File: config.mk
export PLATFORM = sky130hd
export DESIGN_NAME = if_fetch_unit
export DESIGN_NICKNAME = d
export VERILOG_FILES = /design/src/rtl/riscv_pkg.sv /design/src/rtl/if_fetch_unit.sv
export SDC_FILE = /design/constraint.sdc
export NUM_CORES = 1
export LEC_CHECK = 0
export BUFFER_PORTS_ARGS = -buffer_cell sky130_fd_sc_hd__clkbuf_2
export CORE_MARGIN = 10
export CORE_UTILIZATION = 40
export DETAILED_ROUTE_END_ITERATION = 7
export PLACE_DENSITY = 0.72
export SYNTH_ARGS = -nofsm -noshare
export SYNTH_HDL_FRONTEND = slang
export SYNTH_SLANG_ARGS = --single-unit
File: constraint.sdc
create_clock -name clk -period 2.15 [get_ports clk]
set_input_delay 0.215 -clock clk [delete_from_list [all_inputs] [get_ports clk]]
set_output_delay 0.215 -clock clk [all_outputs]
set_load 0.01 [all_outputs]
File: src/rtl/riscv_pkg.sv
// riscv_pkg: shared widths, NOP encoding and fetch FSM states
package riscv_pkg;
   localparam int XLEN = 64;
   localparam int ILEN = 32;
   localparam logic [ILEN-1:0] NOP_INSTR = 32'h0000_0013;
   typedef enum logic [1:0] {S_IDLE, S_REQ, S_WAIT, S_HOLD} fetch_state_t;
endpackage

File: src/rtl/if_fetch_unit.sv
// if_fetch_unit: PC owner issuing single-outstanding imem fetches toward the IF/ID register
module if_fetch_unit
   import riscv_pkg::*;
#(
   parameter logic [XLEN-1:0] RESET_PC = '0
) (
   input  logic            clk,
   input  logic            rst_n,
   input  logic [XLEN-1:0] next_pc_i,
   input  logic            redirect_i,
   output logic [XLEN-1:0] pc_plus4_o,
   output logic            imem_req_o,
   output logic [XLEN-1:0] imem_addr_o,
   input  logic            imem_gnt_i,
   input  logic            imem_rvalid_i,
   input  logic [ILEN-1:0] imem_rdata_i,
   output logic            if_valid_o,
   input  logic            if_ready_i,
   output logic [XLEN-1:0] if_pc_o,
   output logic [ILEN-1:0] if_instr_o,
   output logic            misaligned_o
);
   fetch_state_t    state_q, state_d;
   logic [XLEN-1:0] pc_q, pc_d, addr_q, addr_d, if_pc_q, if_pc_d;
   logic [ILEN-1:0] if_instr_q, if_instr_d;
   logic            kill_q, kill_d, mis_q, mis_d, bad_tgt;
   always_comb begin
      state_d    = state_q;
      pc_d       = pc_q;
      addr_d     = addr_q;
      kill_d     = kill_q;
      mis_d      = mis_q;
      if_pc_d    = if_pc_q;
      if_instr_d = if_instr_q;
      bad_tgt    = redirect_i && (next_pc_i[1:0] != 2'b00);
      if (redirect_i) begin
         mis_d = bad_tgt;
         pc_d  = bad_tgt ? pc_q : next_pc_i;
      end
      case (state_q)
         S_IDLE: state_d = mis_d ? S_IDLE : S_REQ;
         S_REQ: begin
            kill_d  = kill_q | redirect_i;
            state_d = imem_gnt_i ? S_WAIT : S_REQ;
         end
         S_WAIT:
            if (imem_rvalid_i) begin
               kill_d = 1'b0;
               if (kill_q || redirect_i) state_d = mis_d ? S_IDLE : S_REQ;
               else begin
                  if_pc_d    = pc_q;
                  if_instr_d = imem_rdata_i;
                  state_d    = S_HOLD;
               end
            end else kill_d = kill_q | redirect_i;
         S_HOLD:
            if (redirect_i) state_d = mis_d ? S_IDLE : S_REQ;
            else if (if_ready_i) begin
               pc_d    = next_pc_i;
               state_d = S_REQ;
            end
      endcase
      // the address is latched only on entry to S_REQ so a pending request never moves
      if (state_d == S_REQ && state_q != S_REQ) addr_d = pc_d;
   end
   always_ff @(posedge clk) begin
      if (!rst_n) begin
         state_q    <= S_IDLE;
         pc_q       <= RESET_PC;
         addr_q     <= RESET_PC;
         kill_q     <= 1'b0;
         mis_q      <= 1'b0;
         if_pc_q    <= RESET_PC;
         if_instr_q <= NOP_INSTR;
      end else begin
         state_q    <= state_d;
         pc_q       <= pc_d;
         addr_q     <= addr_d;
         kill_q     <= kill_d;
         mis_q      <= mis_d;
         if_pc_q    <= if_pc_d;
         if_instr_q <= if_instr_d;
      end
   end
   assign pc_plus4_o   = pc_q + XLEN'(4);
   assign imem_req_o   = state_q == S_REQ;
   assign imem_addr_o  = addr_q;
   assign if_valid_o   = state_q == S_HOLD;
   assign if_pc_o      = if_pc_q;
   assign if_instr_o   = if_instr_q;
   assign misaligned_o = mis_q;
endmodule

==> qor.yml <==
holdWs_ns: 0.0124
clock.fmax_mhz: 378
antenna_found_initial: 1
die_area_mm2: 0.0303
fillers: 1945
p_clk_share_pct: 45.2
fin_cells: 2012
fin_ws_ns: -0.493
rr_worst_depth: 8
gp_congestion: 0.920
synthArstFlopShare_pct: 0
rsz0062_at_grt: "yes"
drc_errors: 0
min_period_over_period_pct: 123
dp_hpwl_um: 24000
fp-row-count: 56
critPathCaptureType: "output pin"
drtIter0Drc: 901
power.internal_mw: 7.47
ys_ff_latch: 228
ir_drop_mv: 0.484
numCtsBuffers: 25
clk_latency_ns: 0.52
ios: 329
die_y_um: 174
drive_gt1_share_pct: 35.0
r2r_slack_ns: 0.09
dpl.cell_count: 1843
crit_path_max_fanout: 8
cap_violations: 0
required_ns: 1.93
synth.distinct_cells: 50
slew_headroom_pct: 66.9
synth.yosys.seq_area_share_pct: 48.1
syn_nets: 1328
finalSetupViolCount: 49
status: "finished with violations"
violations: "setup timing"
multiInputGateArea_mm2: 0.00515
synthCells: 1221
placed_area_mm2: 0.0119
grt_pass1_vias: 10241
totalWireLength_um: 37200
finalHoldViolations: 0
fin_skew_ns: 0.0157
finalMaxSlewViolations: 0
r2r-start: "state_q[0]"
total_power_mw: 9.88
swShare_pct: 24.4
clkTransAtPathRegs_ns: 0.06
die_x_um: 174
netSwitchingPower_mw: 2.41
vias: 10536
area_delta_synth_final_pct: 54.4
synth_edf_count: 0
synth_area_mm2: 0.00949
via_per_inst: 5.24
clockBufferDepth: 3
avgRoutedWirePerCell_um: 18.5
cts_root_buf: "clkbuf_16"
grt_use_total_pct: 22.4
leakage_nw: 6.25
cts_sinks: 228
seq_area_mm2: 0.00460
startpoint: "pc_q[36]"
p_per_area_mw_per_mm2: 675
grt_max_degree: 98
ys.flop_type: "dfxtp_1"
finalInstanceArea_mm2: 0.0146
core-area_mm2: 0.0234
max_slew.worst_pin.slew_ns: 0.496
combPwrFrac_pct: 10.3
grt_pass1_wl_um: 56500
crit_end: "pc_plus4_o[54]"
initial_utilization_pct: 40.5
ant_nets: 0
grt-ovfl-total: 0
p_seq_share_pct: 44.4
min_period_ns: 2.64
pre_cts_ws_ns: 0.0261
drtPass1Iterations: 7
rr_endpoint: "imem_addr_o[55]"
port_buffers: 328
synth.avg_cell_area_um2: 7.77
startpoint_type: "flop"
arrival_ns: 2.43
cts_tree: "yes"
finish.net_count: 1780
yosys_warnings: 0
hp-class: "input pin to flop"
crit_type: "flop to output pin"
h-tree-depth: 1
-- metrics by stage --
| step | TNS [ns] | util (%) |
|---|---|---|
| finish | -14.94 | 62.6 |
| global route | -21.03 | 62.6 |
| CTS | -16.62 | 60.4 |
| detailed placement | 0 | 50.7 |
| global placement | 0 | 50.7 |
| floorplan | 0 | - |
-- how the worst min path moves through the flow --
stage / start / slack [ns] / depth (start not counted) / end
after CTS: next_pc_i[27] / 0.0006 / 3 / pc_q[27]
final: next_pc_i[58] / 0.01 / 3 / pc_q[58]
after floorplan: imem_rvalid_i / 0.33 / 1 / kill_q
after global placement: imem_addr_o[61] / 0.44 / 2 / imem_addr_o[61]
after global routing: next_pc_i[58] / 0.0006 / 3 / pc_q[58]
after detailed placement: imem_addr_o[59] / 0.44 / 2 / imem_addr_o[59]
-- layout by cell type (no fill, tap or decap), types with 13 or more instances in the layout --
master,synthesis,routed
a21oi_1,159,159
buf_12,0,16
buf_2,11,46
buf_4,4,77
buf_6,3,14
clkbuf_16,0,25
clkbuf_2,4,281
dfxtp_1,228,206
dfxtp_2,0,20
dlygate4sd3_1,0,89
inv_1,13,13
nand2_1,342,335
nand3_1,87,75
nand4_1,15,15
nor2_4,0,17
o21ai_0,121,121
xnor2_1,34,22
xor2_1,26,21
-- repair_timing --
action | in CTS | in global routing
hold buffers | 89 | 0
pin swaps | 39 | 43
setup endpoints to repair | 53 | 116
resized for setup | 84 | 133
setup buffers | 16 | 18
hold endpoints to repair | 89 | 0
gates cloned | 1 | 0
-- power by group through the flow --
stage | Sequential, mW | Clock, mW | Combinational [mW]
2_1_floorplan | 4.49 | 0 | 0.414
3_3_place_gp | 4.47 | 0 | 0.834
3_5_place_dp | 4.47 | 0 | 0.835
4_1_cts | 4.38 | 4.55 | 0.982
5_1_grt | 4.40 | 4.72 | 1.10
6_report | 4.39 | 4.47 | 1.02
-- flip-flops by register name, indices dropped and copies added, names as in the netlist --
signal        cells
if_instr_o       32
if_pc_o          64
imem_addr_o      64
kill_q            1
misaligned_o      1
pc_q             64
state_q           2
-- synth_stat cells (all sizes together) (5+ instances only) --
cell type  number  area (µm²)
nand2         342        1280
dfxtp         228        4560
a21oi         159         796
o21ai         128         641
nand3          88         445
clkbuf         62         238
buf            37         190
xnor2          34         298
nor2           28         105
xor2           26         228
nand4          17         119
inv            13        48.8
nor3           12        70.1
nor4            8        92.6
ha              5        62.6
-- cell type report --
| type | instances | area share [%] |
|---|---|---|
| antenna | 1 | 0.0171 |
| clock buffer | 36 | 4.69 |
| clock inverter | 10 | 1.08 |
| inverter | 14 | 0.376 |
| multi-input combinational | 880 | 35.2 |
| sequential | 228 | 31.4 |
| tap | 319 | 2.72 |
| timing repair buffer | 524 | 24.6 |
-- worst max-delay path: stages, from the launching register on --
cell	delay, ns
dfxtp_2	0.33
nand4_1	0.21
nor4_4	0.36
buf_4	0.18
nand4_4	0.11
buf_12	0.18
nor3_4	0.17
xor2_2	0.20
clkbuf_2	0.17
-- layer usage --
metal	GRT usage, %	part of all wire, %	vias to the layer above	routed length [µm]
met1	27.2	39	4934	14600
li1	-	-	4983	-
met3	4.83	7.7	122	2860
met2	37.9	49	497	18100
met5	0	0	-	0
met4	8.69	4.2	0	1550
-- logic make-up after synthesis --
logic type	count (synthesis)	share of synthesized area, %
AND/OR/NAND/NOR	521	24.6
AO/OA/AOI/OAI	294	16.0
flip-flops	228	48.1
buffers and inverters	113	5.07
XOR/XNOR	60	5.54
adder cells (fa/ha/maj)	5	0.660
Note: power is estimated with default switching activity, not from simulation.
